[src/rtl/branch_pkg.sv]
// Shared definitions for the branch PC sequencer.
//   state_e   : sequencer FSM state encoding (3-bit).
//   DISP_W    : width of the branch displacement field carried in IR.
//   DISP_MSB  : sign bit of the displacement field.
//   MAX_PC_W  : widest PC the helpers support; sext_disp returns this width.
//   sext_disp : sign-extends a 19-bit displacement to MAX_PC_W bits.
package branch_pkg;

   typedef enum logic [2:0] {
      StIdle    = 3'd0,
      StStrobe  = 3'd1,
      StSettle  = 3'd2,
      StResolve = 3'd3,
      StDone    = 3'd4
   } state_e;

   localparam int unsigned DISP_W   = 19;
   localparam int unsigned DISP_MSB = 18;
   localparam int unsigned MAX_PC_W = 64;

   // Callers truncate to their own PC width.
   function automatic logic [MAX_PC_W-1:0] sext_disp(input logic [DISP_W-1:0] disp);
      return {{(MAX_PC_W-DISP_W){disp[DISP_MSB]}}, disp};
   endfunction

endpackage

[src/rtl/branch_target_adder.sv]
// Next-PC adder for the branch PC sequencer (purely combinational).
//   pc      : current program counter
//   disp    : 19-bit branch displacement
//   take    : add the sign-extended displacement on top of the +1 step
//   next_pc : pc + 1 (+ sext(disp) when take), modulo 2^PC_W
module branch_target_adder
   import branch_pkg::*;
#(
   parameter int unsigned PC_W = 32
) (
   input  logic [PC_W-1:0]   pc,
   input  logic [DISP_W-1:0] disp,
   input  logic              take,
   output logic [PC_W-1:0]   next_pc
);

   // Only the low PC_W bits of the extended displacement matter.
   logic [MAX_PC_W-1:0] sext_unused_upper;
   logic [PC_W-1:0]     offset;

   assign sext_unused_upper = sext_disp(disp);
   assign offset            = take ? sext_unused_upper[PC_W-1:0] : '0;
   assign next_pc           = pc + PC_W'(1) + offset;

endmodule

[src/rtl/branch_pc_sequencer.sv]
// Branch PC sequencer: advances the PC for each issued instruction. Branches strobe the
// conditional flip-flop, wait SETTLE_CYCLES, then sample con_q to pick target or fall-through.
//   Clk, Reset_n          : clock (rising edge), asynchronous active-low reset
//   issue_valid/ready     : upstream handshake; is_branch and IR[18:0] captured on it
//   con_strobe            : one-cycle latch pulse to the CFF
//   con_q                 : CFF output, sampled only in RESOLVE
//   pc, taken             : new PC and branch outcome, stable while pc_valid
//   pc_valid/pc_ready     : downstream handshake
// Optional: define BRANCH_PC_STATS_EN to add saturating stat_taken/stat_not_taken counters.
module branch_pc_sequencer
   import branch_pkg::*;
#(
   parameter int unsigned    PC_W          = 32,
   parameter logic [PC_W-1:0] RESET_PC     = '0,
   parameter int unsigned    SETTLE_CYCLES = 1
) (
   input  logic            Clk,
   input  logic            Reset_n,
   input  logic            issue_valid,
   output logic            issue_ready,
   input  logic            is_branch,
   input  logic [31:0]     IR,
   output logic            con_strobe,
   input  logic            con_q,
   output logic [PC_W-1:0] pc,
   output logic            pc_valid,
   input  logic            pc_ready,
   output logic            taken
`ifdef BRANCH_PC_STATS_EN
   ,
   output logic [15:0]     stat_taken,
   output logic [15:0]     stat_not_taken
`endif
);

   localparam logic [3:0] SettleLoad = 4'(SETTLE_CYCLES);

   state_e            state;
   logic [3:0]        settle_cnt;
   logic [DISP_W-1:0] disp;
   logic              adder_take;
   logic [PC_W-1:0]   next_pc;
   logic              unused_ir;

   assign unused_ir   = ^IR[31:DISP_W];
   assign issue_ready = (state == StIdle);
   // Non-branch issue shares the adder with take forced low (pc + 1).
   assign adder_take  = (state == StResolve) && con_q;

   branch_target_adder #(
      .PC_W(PC_W)
   ) u_adder (
      .pc     (pc),
      .disp   (disp),
      .take   (adder_take),
      .next_pc(next_pc)
   );

   always_ff @(posedge Clk or negedge Reset_n) begin
      if (!Reset_n) begin
         state      <= StIdle;
         pc         <= RESET_PC;
         pc_valid   <= 1'b0;
         con_strobe <= 1'b0;
         taken      <= 1'b0;
         settle_cnt <= '0;
         disp       <= '0;
      end else begin
         con_strobe <= 1'b0;
         unique case (state)
            StIdle: begin
               if (issue_valid) begin
                  disp <= IR[DISP_MSB:0];
                  if (is_branch) begin
                     con_strobe <= 1'b1;
                     state      <= StStrobe;
                  end else begin
                     pc       <= next_pc;
                     taken    <= 1'b0;
                     pc_valid <= 1'b1;
                     state    <= StDone;
                  end
               end
            end
            StStrobe: begin
               settle_cnt <= SettleLoad;
               state      <= StSettle;
            end
            StSettle: begin
               settle_cnt <= settle_cnt - 4'd1;
               if (settle_cnt <= 4'd1) state <= StResolve;
            end
            StResolve: begin
               pc       <= next_pc;
               taken    <= con_q;
               pc_valid <= 1'b1;
               state    <= StDone;
            end
            StDone: begin
               if (pc_ready) begin
                  pc_valid <= 1'b0;
                  state    <= StIdle;
               end
            end
            default: state <= StIdle;
         endcase
      end
   end

`ifdef BRANCH_PC_STATS_EN
   always_ff @(posedge Clk or negedge Reset_n) begin
      if (!Reset_n) begin
         stat_taken     <= '0;
         stat_not_taken <= '0;
      end else if (state == StResolve) begin
         if (con_q && stat_taken != 16'hFFFF) stat_taken <= stat_taken + 16'd1;
         if (!con_q && stat_not_taken != 16'hFFFF) stat_not_taken <= stat_not_taken + 16'd1;
      end
   end
`endif

endmodule

[config.mk]
export PLATFORM = sky130hd
export DESIGN_NAME = branch_pc_sequencer
export DESIGN_NICKNAME = d
export VERILOG_FILES = /design/src/rtl/branch_pkg.sv /design/src/rtl/branch_target_adder.sv /design/src/rtl/branch_pc_sequencer.sv
export SDC_FILE = /design/constraint.sdc
export NUM_CORES = 1
export LEC_CHECK = 0
export ABC_CLOCK_PERIOD_IN_PS = 3500
export CAP_MARGIN = 20
export CORE_AREA = 5 5 100 102
export CTS_BUF_LIST = sky130_fd_sc_hd__clkbuf_16
export CTS_CLUSTER_DIAMETER = 30
export DETAILED_ROUTE_END_ITERATION = 6
export DIE_AREA = 0 0 105 107
export PLACE_DENSITY = 0.75
export SYNTH_ARGS = -nofsm -noshare
export SYNTH_HDL_FRONTEND = slang
export SYNTH_SLANG_ARGS = --single-unit
[constraint.sdc]
create_clock -name Clk -period 3.5 [get_ports Clk]
set_input_delay 1.05 -clock Clk [delete_from_list [all_inputs] [get_ports Clk]]
set_output_delay 1.05 -clock Clk [all_outputs]
set_load 0.1 [all_outputs]
==> metrics, run 1 <==
syn avg cell area between 8 and 9 um2; first-pass GRT wire length approximately 19000 um; Yosys reg bits between 60 and 70; Hold Buf Count CTS 0; total wire length 11100 um; gr ovfl total 0; ratio of cells with drive above 1 in the final layout 29.2%; htree depth 3; EDFF count, synth 0; Largest stage delay, worst path about 270 ps; Buf/Inv on CP 4; ANT nets after route 0; fmax 299 MHz; most common cell after layout, fill and taps aside buf_4; initial antenna violation count 0; final slew viol count 0; DR WL/cell 15.7 um; clock root cell clkbuf_16; gate count of the mapped netlist 481; Distinct cells, synth 60; Rel. slew slack 70.1%; worst slew pin tran 448 ps; pin count of the biggest net entering global routing 46; I/O pin total 74; DP Area 5170 um2; Critical Path Fanout Max 4; main flop type after synthesis dfrtp_1; minimum clock period between 3000 and 4000 ps; min-delay worst type reg -> reg; cell area power density about 940 nW/um2; Mapped Area approximately 4200 um2; HPWL Detailed 7770 um; synth warn 0; final period utilization 95.7%; CTS Buf Count 9; most frequent cells in the layout 102 x buf_4, 61 x nand2_1, 61 x dfrtp_1; Synth async-reset ratio 100%; # DRC 0; final instance area 5680 um2; final hold vios 0; Hold Slack 466 ps; vias per cell 5.65; synthesis-to-layout area growth 35.4%; unrepaired setup endpoints after global routing false; total core area 9020 um2; Final Non-Filler Cells 707; nets@finish 650; die span in x 105 um; routability cong. 0.882; Critical Path RT 3750 ps; CP dominant cell by count buf_4; # setup viols final 0; ANT cells 0; Cell Chain, Critical Path clkbuf_2, and4b_2, buf_4, and2_4, ha_4, buf_4, o211ai_1, o211ai_1, a21oi_2, buf_4, o221ai_4, nand2_1, o22ai_2, mux2i_1, xor2_1; die height 107 um; CTS tree yes; Initial Util 46.5%; die area approximately 11000 um2; vias in the first global route around 4k; clock sink total 61; clock slew seen by the registers of the worst setup and hold paths 60 ps; DP Cell Count between 600 and 700; cell family with most CP delay compound AO/OA/AOI/OAI gates; crit start category input port; Max Root-Sink Buffers 2; clk_skew 9.18 ps; Crit. End Element flop; via count 3998; total track usage 20.0%; Starting DRT DRC Count 214; Leak 2.52 nW; status complete, no violations; DR pass1 iterations 5; peak supply drop ~0.54 mV; port bufs 60; Worst path slowest cell ha_4; syn_nets 540; sequential area share after synthesis roughly 36%; CP Class in -> reg; max-cap violations 0; Clk Latency, worst-skew pair 330 ps; row cnt 35; arrival time worst endpoint 3600 ps
==> routing by layer <==
layer,track usage [%],vias up,routed length (um),share of wire (%)
met5,0,-,0,0
met4,7.58,0,266,2.4
met3,3.25,23,606,5.5
met2,35.0,138,5530,50
met1,24.6,1907,4710,42
li1,-,1930,-,-
==> power breakdown <==
part / switching (mW) / leakage, nW / internal [mW] / total, mW
registers: 0.387 / 0.776 / 1.02 / 1.40
logic: 2.06 / 1.60 / 0.931 / 2.99
clock network: 0.345 / 0.149 / 0.619 / 0.964
==> stage by stage <==
stage | TNS [ps] | utilization (%) | power, mW | setup WS, ps
after detailed placement | -7810 | 57.3 | 4.31 | -578
after CTS | 0 | 62.1 | 5.34 | 13.3
after global placement | -7080 | 57.3 | 4.24 | -504
after floorplan | 0 | - | 3.55 | 16.8
after global routing | 0 | 63.0 | 5.65 | 31.5
final | 0 | 63.0 | 5.36 | 152
==> flip-flops by register name, indices dropped and copies added (netlist names) <==
register,flops
con_strobe,1
disp,19
pc,32
pc_valid,1
settle_cnt,4
state,3
taken,1
==> cell usage after synthesis, types with 4 or more instances <==
| cell | instances | area [um2] |
|---|---|---|
| nand2b_1 | 4 | 25.0 |
| o31ai_1 | 5 | 37.5 |
| nand2_1 | 61 | 229 |
| xor2_1 | 13 | 114 |
| and2_1 | 21 | 131 |
| a21oi_1 | 34 | 170 |
| buf_2 | 9 | 45.0 |
| clkbuf_1 | 15 | 56.3 |
| xnor2_1 | 17 | 149 |
| mux2i_1 | 8 | 80.1 |
| o21ai_0 | 34 | 170 |
| inv_1 | 12 | 45.0 |
| nor3_1 | 18 | 90.1 |
| nand3_1 | 9 | 45.0 |
| o211ai_1 | 4 | 30.0 |
| nor2_1 | 38 | 143 |
| mux2_2 | 20 | 225 |
| o22ai_1 | 4 | 25.0 |
| a21o_1 | 5 | 37.5 |
| nand4_1 | 5 | 31.3 |
| a211oi_1 | 4 | 30.0 |
| ha_1 | 20 | 250 |
| dfrtp_1 | 61 | 1530 |
| a31oi_1 | 5 | 31.3 |
==> cell families (layout without fill, tap and decap cells) <==
family,after synthesis,in the layout,share of synthesized area (%)
adder cells (fa/ha/maj),21,21,6.44
AO/OA/AOI/OAI,121,121,18.2
buffers and inverters,42,156,4.95
multiplexers,28,28,7.28
XOR/XNOR,30,30,6.26
AND/OR/NAND/NOR,178,179,20.5
flip-flops,61,61,36.4
==> timing repair <==
item                                    CTS  global route
pin swaps                                 5            10
setup buffers                             4             3
cloned                                    1             0
resized for setup                        12             7
endpoints found under the setup margin   15            14
==> cell type report <==
cell class	count	area, um2
repair buffers	128	1030
well taps	111	139
inverters	12	45.0
flip-flops and latches	61	1530
clock inverters	7	91.3
clock buffers	9	225
fillers	773	3340
multi-input cells	379	2630
==> worst paths after layout <==
kind                                 startpoint                  end  slack, ps  depth (start not counted)
setup / recovery                          con_q   pc[24]$_DFFE_PN0P_        150                         15
hold reg to reg              pc[31]$_DFFE_PN0P_   pc[31]$_DFFE_PN0P_        470                          1
setup reg to reg           state[1]$_DFFE_PN0P_   pc[24]$_DFFE_PN0P_        370                         14
min in group asynchronous               Reset_n  disp[7]$_DFFE_PN0P_        650                          1
max in group asynchronous               Reset_n   pc[27]$_DFFE_PN0P_       2110                          3
hold / removal               pc[31]$_DFFE_PN0P_   pc[31]$_DFFE_PN0P_        470                          1
Note: power is estimated with default switching activity, not from simulation.
==> inputs of run 2 (changes only) <==
--- a/config.mk
+++ b/config.mk
@@ -13,6 +13,7 @@
 export DETAILED_ROUTE_END_ITERATION = 6
 export DIE_AREA = 0 0 105 107
 export PLACE_DENSITY = 0.75
+export SKIP_LAST_GASP = 1
 export SYNTH_ARGS = -nofsm -noshare
 export SYNTH_HDL_FRONTEND = slang
 export SYNTH_SLANG_ARGS = --single-unit
==> results of run 2 <==
The final DEF is identical to that of run 1; final timing and power are the same.
==> inputs of run 3 (changes only) <==
--- a/config.mk
+++ b/config.mk
@@ -12,6 +12,7 @@
 export CTS_CLUSTER_DIAMETER = 30
 export DETAILED_ROUTE_END_ITERATION = 6
 export DIE_AREA = 0 0 105 107
+export GPL_ROUTABILITY_DRIVEN = 1
 export PLACE_DENSITY = 0.75
 export SKIP_LAST_GASP = 1
 export SYNTH_ARGS = -nofsm -noshare
==> results of run 3 <==
The final DEF is identical to that of run 1; final timing and power are the same.
